`config.mk`:
```
export PLATFORM = sky130hd
export DESIGN_NAME = shift_left_right_reg
export DESIGN_NICKNAME = d
export VERILOG_FILES = /design/src/rtl/shift_reg_pkg.sv /design/src/rtl/shift_left_right_reg.sv
export SDC_FILE = /design/constraint.sdc
export NUM_CORES = 1
export LEC_CHECK = 0
export ABC_AREA = 1
export ABC_CLOCK_PERIOD_IN_PS = 1500
export BUFFER_PORTS_ARGS = -buffer_cell sky130_fd_sc_hd__buf_2
export CAP_MARGIN = 20
export CELL_PAD_IN_SITES_DETAIL_PLACEMENT = 1
export CELL_PAD_IN_SITES_GLOBAL_PLACEMENT = 2
export CORE_AREA = 2 2 44 46
export DETAILED_ROUTE_END_ITERATION = 10
export DIE_AREA = 0 0 46 48
export GPL_TIMING_DRIVEN = 1
export PLACE_DENSITY_LB_ADDON = 0.12
export SYNTH_ARGS = -nofsm -noshare
export SYNTH_HDL_FRONTEND = slang
export SYNTH_SLANG_ARGS = --single-unit
```
`constraint.sdc`:
```
create_clock -name clk -period 1.5 [get_ports clk]
set_input_delay 0.15 -clock clk [delete_from_list [all_inputs] [get_ports clk]]
set_output_delay 0.15 -clock clk [all_outputs]
set_load 0.01 [all_outputs]
```
`src/rtl/shift_reg_pkg.sv`:
```
`default_nettype none
// ============================================================================
//  Module   : shift_reg_pkg
//  Purpose  : Shared constants and types for the bidirectional shift register:
//             default width, shift-direction encoding and the per-edge
//             operation code that drives next-state selection.
//  Revision : 1.0  initial release
// ============================================================================
package shift_reg_pkg;

    localparam int unsigned DEFAULT_WIDTH = 8;

    // Encoding of the shift_left_right input
    localparam logic DIR_LEFT  = 1'b0;
    localparam logic DIR_RIGHT = 1'b1;

    // Operation performed at a clock edge, listed in priority order
    typedef enum logic [1:0] {
        OP_RESET = 2'd0,
        OP_LOAD  = 2'd1,
        OP_SHL   = 2'd2,
        OP_SHR   = 2'd3
    } op_e;

endpackage : shift_reg_pkg
`default_nettype wire

```
`src/rtl/shift_left_right_reg.sv`:
```
`default_nettype none
// ============================================================================
//  Module   : shift_left_right_reg
//  Purpose  : Parallel-load, bidirectional logical shift register. Each rising
//             edge either resets, loads a parallel word, or shifts by one bit
//             (left toward the MSB or right toward the LSB), filling the
//             vacated position with FILL_BIT. Output is a direct flop output.
//  Ports    : reset            - synchronous reset, active-high
//             clk              - rising-edge clock
//             i                - parallel load data, WIDTH bits
//             load_enable      - 1 = load i, 0 = shift
//             shift_left_right - shift direction (0 = left, 1 = right)
//             q                - register contents, WIDTH bits
//  Revision : 1.0  initial release
// ============================================================================
module shift_left_right_reg
    import shift_reg_pkg::*;
#(
    parameter int unsigned      WIDTH       = DEFAULT_WIDTH,
    parameter logic [WIDTH-1:0] RESET_VALUE = '0,
    parameter logic             FILL_BIT    = 1'b0
) (
    input  logic             reset,
    input  logic             clk,
    input  logic [WIDTH-1:0] i,
    input  logic             load_enable,
    input  logic             shift_left_right,
    output logic [WIDTH-1:0] q
);

    logic [WIDTH-1:0] reg_q;
    logic [WIDTH-1:0] reg_d;
    op_e              op;

    // Priority encode the operation: reset > load > shift
    always_comb begin
        op = OP_SHL;
        if (reset) begin
            op = OP_RESET;
        end else if (load_enable) begin
            op = OP_LOAD;
        end else if (shift_left_right == DIR_RIGHT) begin
            op = OP_SHR;
        end else begin
            op = OP_SHL;
        end
    end

    // Next-state mux; shifts are logical, never rotate or sign-extend
    always_comb begin
        reg_d = reg_q;
        case (op)
            OP_RESET: reg_d = RESET_VALUE;
            OP_LOAD:  reg_d = i;
            OP_SHL:   reg_d = {reg_q[WIDTH-2:0], FILL_BIT};
            OP_SHR:   reg_d = {FILL_BIT, reg_q[WIDTH-1:1]};
            default:  reg_d = reg_q;
        endcase
    end

    always_ff @(posedge clk) begin
        if (reset) begin
            reg_q <= RESET_VALUE;
        end else begin
            reg_q <= reg_d;
        end
    end

    assign q = reg_q;

    // Reset takes effect on the very next edge regardless of other inputs
    a_reset_value : assert property (@(posedge clk) reset |=> (q == RESET_VALUE));

    // A load places the sampled word on q one edge later
    a_load_value : assert property (@(posedge clk)
        (!reset && load_enable) |=> (q == $past(i)));

endmodule : shift_left_right_reg
`default_nettype wire

```
Yosys cells after proc, flatten, opt, wreduce, memory -nomap -nowiden
Cells that the tools add are included. Widths: inputs -> output; s select.

Register bits: 8. Input bits: 12. Logic and storage cells: 9.

Equality and inequality tests: 3. Mux-type cells: 4. Reductions and logical operators: 1.

Operators with widths (number): $pmux 8 s4 (1); $eq 2x2->1 const B (2); $mux 2 (2); $eq 2x1->1 const B (1); $logic_not 2->1 (1); $mux 1 (1).

Longest topological paths before layout
Gate-level depths: netlist of the first run.

Depth after elaboration: 5. Gate-level depth with buffers: 5. Mapped depth without buffers: 4.

Worst setup path before layout of the first run
OpenSTA, ideal clock, no wires.

Kind: input to register. Start point: input port load_enable. End point: register reg_q[3] (netlist: q[3]). Arrival: 0.664 ns. Data required time: 1.438 ns. Setup slack: 0.774 ns. Cell stages on the path: 5. Path buffers: 2. Cells stage by stage: buf_6 -> nor2_4 -> buf_6 -> nand3_1 -> nand3_1.

Cells in the longest elaborated chain, start to end: 4. Elaborated cells on any way between the ends: 7. Classes of those cells: 3 x eq/ne; 3 x mux; 1 x reduce/logical.

Ends and longest elaborated chain: start: declaration (RTL line shift_left_right_reg.sv:26) `input logic load_enable,`; $mux 2 (*) (RTL line shift_left_right_reg.sv:40) `end else if (load_enable) begin`; $mux 2 (*) (RTL line shift_left_right_reg.sv:38) `if (reset) begin`; $eq 2x2->1, or another cell as far along (RTL line shift_left_right_reg.sv:52) `case (op)`; $pmux 8 s4 (*) (RTL line shift_left_right_reg.sv:52); end signal: assignment (RTL line shift_left_right_reg.sv:65) `reg_q <= reg_d;`; end: declaration (RTL line shift_left_right_reg.sv:31) `logic [WIDTH-1:0] reg_q;`.

Every way passes the cells marked *; elsewhere a longest branch is shown, timed or not. A chain may end at the register's enable or synchronous reset.

Worst setup path in the final report of the first run
Start point: register reg_q[6] (netlist: q[6]). End point: output port q[6].

RTL lines: end: declaration (RTL line shift_left_right_reg.sv:28) `output logic [WIDTH-1:0] q`.

No word-level cell between the ends.

==> results.tsv, run 1 <==
stage	metric	value	unit
sta	max_slew.worst_pin.slew	0.305	ns
sta	clock_skew	0.00152	ns
floorplan	die_y	48	um
clock_tree	tritoncts	done	
clock_tree	cts_root_buf	clkbuf_4	
global_routing	grt_max_degree	15	
placed_design	gp_congestion	0.675	
route	drc_errors	0	
synthesis	synth_edf_count	0	
synthesis	yosys-top-cells-count	20 x nand3_1, 8 x dfxtp_1, 6 x nand4_1, 3 x buf_6, 3 x nand2_1	
run_status	outcome	complete, no violations	
synthesis	synth_area_leaders	dfxtp_1 42%, nand3_1 26%, nand4_1 9.9%	
setup_path	cp_max_fo	3	
sta	slew_headroom	79.6	%
global_routing	antenna_found_initial	0	
route	first_pass_iters	3	
sta	finalCriticalPeriod	0.902	ns
global_routing	grt_overflow	0	
sta	post-route-period-util	60.2	%
pwr	power	0.000470	W
route	wl_per_cell	12.9	um
pwr	ir_drop	0.308	mV
flow_run	drv_cap	0	
synthesis	synth_fp_nets	58	
setup_path	worst-path-buf-inv	1	
sta	rsz0062_at_grt	no	
floorplan	fp.dieArea	2210	sq um
setup_path	end_kind	output pin	
finish	final_nets	79	
placed_design	place_hpwl	831	um
clock_tree	clk_pin_slew	0.06	ns
synthesis	synthFlopType	dfxtp_1	
synthesis	yosysMostFrequentCell	nand3_1	
clock_tree	cts_buffers	3	
floorplan	core-area	1690	sq um
synthesis	yosysWarnings	0	
global_routing	grt_first_pass_wirelength	1.82	mm
route	viasPerCell	5.07	
clock_tree	clock-sinks	8	
sta	clock.fmax	1.11	GHz
synthesis	yosysUniqueCellTypes	9	
synthesis	avgSynthCellArea	8.21	sq um
pwr	power_per_cell_area	973	nW/um^2
global_routing	track_usage	12.0	%
route	vias	416	
floorplan	die_w	46	um
route	dr.first_iter.drc_count	1	
setup_path	cpPeakStageDelay	0.36	ns
clock_tree	htree_levels	1	
finish	drive_gt1_share	36.9	%
global_routing	grt_pass1_vias	425	
setup_path	critPathTopFamily	flip-flops	
finish	diodes	0	
sta	drv_slew	0	
setup_path	cp.arrival	0.75	ns
sta	worst_slack	0.598	ns
setup_path	cp.required	1.35	ns
placed_design	io_buffers	19	
clock_tree	cts_hold_buf	0	
sta	final.setup.tns	0	ns
synthesis	synth-seq-cells	8	
sta	finalHoldViolations	0	
clock_tree	clkLatencyLatePin	0.25	ns
setup_path	critPathSlowestCell	dfxtp_1	
synthesis	synth_top_area_cell	dfxtp_1	
synthesis	ys_async_sr_fraction	0	%
floorplan	pin_count	20	
floorplan	rows	15	
hold_path	min_path_type	primary input to flip-flop	
setup_path	critical_path.cell_chain	buf_2	
floorplan	start_util	22.4	%
synthesis	synth_cells	46	
synthesis	syn_area	378	sq um
finish	num-fill-cells	219	
placed_design	dp_slack	0.535	ns
finish	area.growth.synth_to_final	27.8	%
setup_path	worstSetupStartpointType	flip-flop	
sta	finalSetupViolCount	0	
finish	largest_reg_flops	8	
clock_tree	clockBufferDepth	2	
synthesis	ys_seq_area_share	42.4	%
clock_tree	cts_setup_buffers	0	
clock_tree	post_cts_resized	0	
sta	hold_slack	0.125	ns
route	ant_nets	0	
synthesis	yosysTopAreaCellShare	42.4	%
pwr	power_leakage	0.237	nW
route	drt_wl_total	1.06	mm
setup_path	path_class	flip-flop to output pin	
==> stage by stage <==
| step | area [sq um] | instances | util [%] |
|---|---|---|---|
| CTS | 483 | 82 | 28.6 |
| finish | 483 | 82 | 28.6 |
| global placement | 460 | 79 | 27.3 |
| detailed placement | 460 | 79 | 27.3 |
| global route | 483 | 82 | 28.6 |
| floorplan | 378 | 46 | - |
==> layout by cell type (no fill, tap or decap) <==
cell,synthesis,layout
nor2_4,1,1
inv_4,1,1
clkbuf_4,0,3
buf_2,0,19
nand2_1,3,3
nand4_1,6,6
nand3_1,20,20
a21oi_1,2,2
dfxtp_1,8,8
inv_1,2,2
==> final timing paths <==
kind | from | end | slack (ns) | depth (start not counted)
max | q[6] | q[6] | 0.60 | 1
max reg2reg | q[6] | q[7] | 0.85 | 2
min reg2reg | q[7] | q[6] | 0.50 | 2
min | reset | q[0] | 0.13 | 2
==> cell type report <==
cell class,count,area [sq um],share of cell area [%]
Clock buffer,3,22.5,4.66
Timing Repair Buffer,19,95.1,19.7
Sequential cell,8,160,33.2
Multi-Input combinational cell,32,170,35.2
Tap cell,17,21.3,4.40
Inverter,3,13.8,2.85
==> metal layers <==
layer | GRT usage, % | share of wire, %
met2 | 17.2 | 47
met3 | 4.91 | 6.1
met5 | 0 | 0
met4 | 5.14 | 0.66
met1 | 15.7 | 46
==> power breakdown <==
part | internal, W | total, W | switching, W
clock network | 0.0000919 | 0.000169 | 0.0000773
logic | 0.0000273 | 0.0000691 | 0.0000418
registers | 0.000224 | 0.000232 | 0.00000735
total | 0.000343 | 0.000470 | 0.000126
==> cells by family (layout without fill, tap and decap cells) <==
| group | after synthesis | in the layout | synth area share [%] |
|---|---|---|---|
| flops | 8 | 8 | 42.4 |
| simple gates | 30 | 30 | 42.4 |
| compound gates | 2 | 2 | 2.65 |
| buf+inv | 6 | 25 | 12.6 |
(Power assumes the default switching activity.)
==> inputs of run 2 (changes only) <==
--- a/config.mk
+++ b/config.mk
@@ -6,14 +6,14 @@
 export NUM_CORES = 1
 export LEC_CHECK = 0
 export ABC_AREA = 1
-export ABC_CLOCK_PERIOD_IN_PS = 1500
+export ABC_CLOCK_PERIOD_IN_PS = 800
 export BUFFER_PORTS_ARGS = -buffer_cell sky130_fd_sc_hd__buf_2
 export CAP_MARGIN = 20
 export CELL_PAD_IN_SITES_DETAIL_PLACEMENT = 1
 export CELL_PAD_IN_SITES_GLOBAL_PLACEMENT = 2
-export CORE_AREA = 2 2 44 46
+export CORE_AREA = 2 2 48 50
 export DETAILED_ROUTE_END_ITERATION = 10
-export DIE_AREA = 0 0 46 48
+export DIE_AREA = 0 0 50 52
 export GPL_TIMING_DRIVEN = 1
 export PLACE_DENSITY_LB_ADDON = 0.12
 export SYNTH_ARGS = -nofsm -noshare
==> constraint.sdc (replaced) <==
create_clock -name clk -period 0.8 [get_ports clk]
set_input_delay 0.08 -clock clk [delete_from_list [all_inputs] [get_ports clk]]
set_output_delay 0.08 -clock clk [all_outputs]
set_load 0.01 [all_outputs]
==> run 2 against run 1 <==
- first-iteration DRC count increased to 4.0 times the previous value
- die area increased by 18%
- global-route usage decreased by 0.11 points
- design area increased by 31%
- flip-flop and latch count unchanged
- clock power increased by 94%
- largest power group unchanged
- via count increased by 10%
- critical path type unchanged
- critical endpoint is now q[0]
==> results.tsv, run 2 (synthesized netlist as in run 1, its figures left out) <==
stage	metric	value	unit
global_routing	antenna_found_initial	0	
hold_path	min_from	i[0]	
setup_path	path_class	flip-flop to output pin	
sta	hold_slack	0.0599	ns
setup_path	reg2regPathDepth	3	
setup_path	critical_path.cell_chain	buf_6	
sta	post-route-period-util	96.6	%
floorplan	die_y	52	um
route	drc_errors	0	
placed_design	placedCellCount	94	
pwr	switchingPower	0.000265	W
sta	finalCriticalPeriod	0.772	ns
pwr	pwr-share-seq	45.4	%
global_routing	grt_pass1_vias	476	
finish	final_cell_mix	20 x nand3_1, 11 x buf_2, 10 x buf_4, 8 x buf_6, 8 x dfxtp_2	
finish	area.growth.synth_to_final	67.2	%
route	viasPerCell	4.45	
clock_tree	clock-sinks	8	
clock_tree	clockBufferDepth	2	
setup_path	worstSetupStartpointType	flip-flop	
pwr	power_leakage	0.299	nW
route	drt_wl_total	1.36	mm
floorplan	core-area	2110	sq um
clock_tree	cts_hold_buf	0	
setup_path	cp.arrival	0.69	ns
hold_path	holdPathEnd	q[0]	
finish	final_common_cell	nand3_1	
setup_path	worst-path-buf-inv	1	
floorplan	pin_count	20	
route	vias	458	
sta	rsz0062_at_grt	yes	
pwr	power.share.combinational	20.8	%
setup_path	end_kind	output pin	
setup_path	critPathSlowestCell	dfxtp_2	
sta	clock.fmax	1.29	GHz
finish	stdcell_count	103	
setup_path	cp_max_fo	2	
finish	final_nets	89	
flow_run	drv_cap	0	
floorplan	start_util	17.9	%
clock_tree	htree_levels	1	
global_routing	grt_overflow	0	
pwr	p_int	0.000704	W
placed_design	place_hpwl	944	um
global_routing	grt_first_pass_wirelength	2.24	mm
route	ant_nets	0	
sta	clock_skew	0.000226	ns
hold_path	min_path_type	primary input to flip-flop	
finish	diodes	0	
sta	slew_headroom	80.9	%
clock_tree	cts_buffers	3	
sta	finalSetupViolCount	0	
route	dr.first_iter.drc_count	4	
setup_path	cp.required	0.72	ns
sta	max_slew.worst_pin.slew	0.285	ns
setup_path	timing.rr.start	q[6]	
global_routing	track_usage	11.9	%
route	wl_per_cell	13.2	um
floorplan	rows	17	
clock_tree	clkLatencyLatePin	0.25	ns
global_routing	grt_max_degree	15	
sta	finalHoldViolations	0	
pwr	p_sw_share	27.3	%
finish	drive_gt1_share	56.0	%
route	first_pass_iters	4	
setup_path	r2r_slack	0.08	ns
hold_path	hold_depth	3	
pwr	power_per_cell_area	1530	nW/um^2
pwr	ir_drop	0.496	mV
clock_tree	cts_root_buf	clkbuf_4	
sta	drv_slew	0	
setup_path	timing.rr.end	q[7]	
clock_tree	clk_pin_slew	0.06	ns
setup_path	critPathTopFamily	flip-flops	
finish	largest_reg_flops	8	
setup_path	cpPeakStageDelay	0.33	ns
placed_design	gp_congestion	0.678	
run_status	outcome	complete, no violations	
floorplan	die_w	50	um
placed_design	io_buffers	19	
clock_tree	tritoncts	done	
pwr	p_clk_share	33.8	%
floorplan	fp.dieArea	2600	sq um
[run 2: cell count changes in the layout (fill, tap and decap cells not counted)]
cell / previous run / this run
buf_4: 0 / 10
buf_2: 19 / 11
buf_6: 0 / 8
dfxtp_1: 8 / 0
dfxtp_2: 0 / 8
[run 2: how the worst max path moves through the flow]
stage	slack (ns)	end	from	cells past startpoint
2_1_floorplan	0.14	q[3]	load_enable	5
3_3_place_gp	0.02	q[0]	load_enable	4
3_5_place_dp	-0.004	q[7]	load_enable	4
4_1_cts	0.0007	q[0]	q[0]	1
5_1_grt	-0.009	q[1]	q[1]	1
6_report	0.03	q[0]	q[0]	1
[run 2: tightest hold or removal path, stage by stage]
cell	delay [ns]
buf_2	0.09
nand2_1	0.05
a21oi_1	0.05
[run 2: what timing repair did]
action | 4_1_cts | 5_1_grt
cloned | 0 | 0
setup buffers | 6 | 0
endpoints found under the setup margin | 8 | 8
pin swaps | 0 | 0
resized for setup | 8 | 8
[run 2: per-layer routing]
layer  track usage (%)  routed length, um
met1              15.1                613
met2              17.5                655
met3              3.45                 76
met4              6.94                 10
met5                 0                  0
[run 2: area by class of cell]
cell class | count | area [sq um]
clock buffers | 3 | 22.5
fillers | 255 | 1470
inverters | 3 | 13.8
multi-input cells | 32 | 170
flip-flops and latches | 8 | 170
well taps | 28 | 35.0
repair buffers | 29 | 220
[run 2: per-stage QoR]
step | worst slack, ns | instance area [sq um] | utilization (%) | setup TNS [ns] | power, W
after floorplan | 0.144 | 378 | - | 0 | 0.000523
after global placement | 0.0216 | 504 | 23.9 | 0 | 0.000596
after detailed placement | -0.00426 | 504 | 23.9 | -0.00426 | 0.000596
after CTS | 0.000731 | 582 | 27.6 | 0 | 0.000961
after global routing | -0.00911 | 632 | 30.0 | -0.0215 | 0.00104
final | 0.0276 | 632 | 30.0 | 0 | 0.000969
[run 2: power by group through the flow]
| stage | Sequential [W] | Combinational (W) | Clock, W |
|---|---|---|---|
| final | 0.000440 | 0.000202 | 0.000328 |
| after CTS | 0.000435 | 0.000180 | 0.000346 |
| after global placement | 0.000447 | 0.000150 | 0 |
| after floorplan | 0.000453 | 0.0000707 | 0 |
| after global routing | 0.000443 | 0.000223 | 0.000375 |
| after detailed placement | 0.000447 | 0.000149 | 0 |
==> inputs of run 3 (changes only) <==
--- a/config.mk
+++ b/config.mk
@@ -11,11 +11,12 @@
 export CAP_MARGIN = 20
 export CELL_PAD_IN_SITES_DETAIL_PLACEMENT = 1
 export CELL_PAD_IN_SITES_GLOBAL_PLACEMENT = 2
-export CORE_AREA = 2 2 48 50
+export CORE_AREA = 2 2 41 58
 export DETAILED_ROUTE_END_ITERATION = 10
-export DIE_AREA = 0 0 50 52
+export DIE_AREA = 0 0 43 60
 export GPL_TIMING_DRIVEN = 1
 export PLACE_DENSITY_LB_ADDON = 0.12
+export RECOVER_POWER = 25
 export SYNTH_ARGS = -nofsm -noshare
 export SYNTH_HDL_FRONTEND = slang
 export SYNTH_SLANG_ARGS = --single-unit
==> run 3 against run 2 <==
- clock power about the same
- power decreased by 0.87%
- flip-flop and latch count did not move
- register-to-register slack is essentially flat
- utilization shrank 0.96 points
- setup slack got worse by 0.014 ns
- non-clock buffer count fell by 1
- cell count fell by 6.8%
==> results.tsv, run 3 (synthesized netlist as in run 1, its figures left out) <==
stage	metric	value	unit
run_status	outcome	complete, no violations	
route	first_pass_iters	4	
floorplan	start_util	18.0	%
sta	finalCriticalPeriod	0.786	ns
sta	post-route-period-util	98.3	%
clock_tree	clockBufferDepth	2	
route	ant_nets	0	
sta	clock_skew	0.00329	ns
finish	final_common_cell	nand3_1	
setup_path	cpPeakStageDelay	0.35	ns
sta	drv_slew	0	
global_routing	track_usage	11.1	%
floorplan	rows	20	
clock_tree	cts_hold_buf	0	
clock_tree	clk_pin_slew	0.06	ns
global_routing	grt_overflow	0	
finish	final_util	29.0	%
pwr	ir_drop	0.669	mV
finish	final_nets	88	
clock_tree	cts_root_buf	clkbuf_4	
clock_tree	clkLatencyLatePin	0.26	ns
sta	finalHoldViolations	0	
setup_path	timing.rr.end	q[6]	
setup_path	critical_path.cell_chain	buf_6	
hold_path	min_from	reset	
floorplan	pin_count	20	
clock_tree	htree_levels	1	
finish	largest_reg_flops	8	
sta	finalSetupViolCount	0	
route	dr.first_iter.drc_count	8	
setup_path	cp.arrival	0.71	ns
flow_run	drv_cap	0	
setup_path	worst-path-buf-inv	1	
setup_path	critPathTopFamily	flip-flops	
setup_path	path_class	flip-flop to output pin	
setup_path	timing.rr.start	q[5]	
finish	drive_gt1_share	55.4	%
floorplan	core-area	2100	sq um
hold_path	holdPathEnd	q[0]	
global_routing	antenna_found_initial	0	
pwr	power	0.000960	W
hold_path	min_path_type	primary input to flip-flop	
hold_path	hold_depth	2	
finish	area.growth.synth_to_final	61.6	%
placed_design	dp_slack	0.00358	ns
sta	clock.fmax	1.27	GHz
route	vias	449	
sta	final.setup.tns	0	ns
finish	final_cell_mix	20 x nand3_1, 12 x buf_2, 9 x buf_4, 8 x dfxtp_2, 7 x buf_6	
global_routing	grt_first_pass_wirelength	2.07	mm
route	drc_errors	0	
setup_path	critPathSlowestCell	dfxtp_2	
floorplan	die_y	60	um
pwr	power_per_cell_area	1570	nW/um^2
clock_tree	clock-sinks	8	
setup_path	end_kind	output pin	
sta	worst_slack	0.0137	ns
finish	diodes	0	
finish	num-fill-cells	278	
setup_path	worstSetupStartpointType	flip-flop	
setup_path	r2r_slack	0.08	ns
pwr	power_leakage	0.293	nW
setup_path	cp.required	0.72	ns
placed_design	gp_congestion	0.688	
placed_design	io_buffers	19	
floorplan	fp.dieArea	2580	sq um
setup_path	startpoint	q[6]	
placed_design	place_hpwl	951	um
floorplan	die_w	43	um
clock_tree	tritoncts	done	
sta	max_slew.worst_pin.slew	0.290	ns
global_routing	grt_pass1_vias	444	
route	wl_per_cell	13.1	um
clock_tree	cts_buffers	3	
route	drt_wl_total	1.25	mm
global_routing	grt_max_degree	15	
sta	slew_headroom	80.7	%
sta	rsz0062_at_grt	yes	
setup_path	reg2regPathDepth	3	
route	viasPerCell	4.68	
setup_path	cp_max_fo	3	
## run 3: cell count changes in the layout (fill, tap and decap cells not counted)
cell / before / now
buf_2: 11 / 12
buf_4: 10 / 9
buf_6: 8 / 7
## run 3: repair_timing
action / 4_1_cts / 5_1_grt
buffers inserted: 2 / 4
pin swaps: 0 / 0
setup endpoints to repair: 7 / 7
gates resized for setup: 11 / 4
## run 3: stage by stage
stage	cells	area, sq um	hold slack, ns
floorplan	46	378	0.149
finish	96	611	0.0447
detailed placement	87	489	0.328
global route	96	611	0.0473
global placement	87	489	0.320
CTS	92	561	0.0443
## run 3: worst max path at each step
stage,endpoint,slack [ns],depth (start not counted)
5_1_grt,q[6],-0.03,1
3_5_place_dp,q[7],0.004,4
2_1_floorplan,q[3],0.14,5
6_report,q[6],0.01,1
3_3_place_gp,q[6],0.03,5
4_1_cts,q[3],-0.001,1
## run 3: per-layer routing
| layer | routed length (um) | part of all wire [%] | GRT usage, % | vias up |
|---|---|---|---|---|
| met3 | 68 | 5.4 | 2.72 | 2 |
| met5 | 0 | 0 | 0 | - |
| met4 | 10 | 0.80 | 7.79 | 0 |
| li1 | - | - | - | 223 |
| met2 | 620 | 49 | 17.3 | 16 |
| met1 | 554 | 44 | 13.3 | 208 |
## run 3: power breakdown
part	internal, W	leakage [nW]	switching [W]
Clock	0.000173	0.0138	0.000155
Combinational	0.000100	0.210	0.0000933
Sequential	0.000424	0.0688	0.0000147
## run 3: area by class of cell
class                   instances  area [sq um]  share of cell area, %
repair buffers                 28           206                   33.8
flip-flops and latches          8           170                   27.9
multi-input cells              32           170                   27.9
well taps                      22          27.5                   4.51
clock buffers                   3          22.5                   3.69
inverters                       3          13.8                   2.25
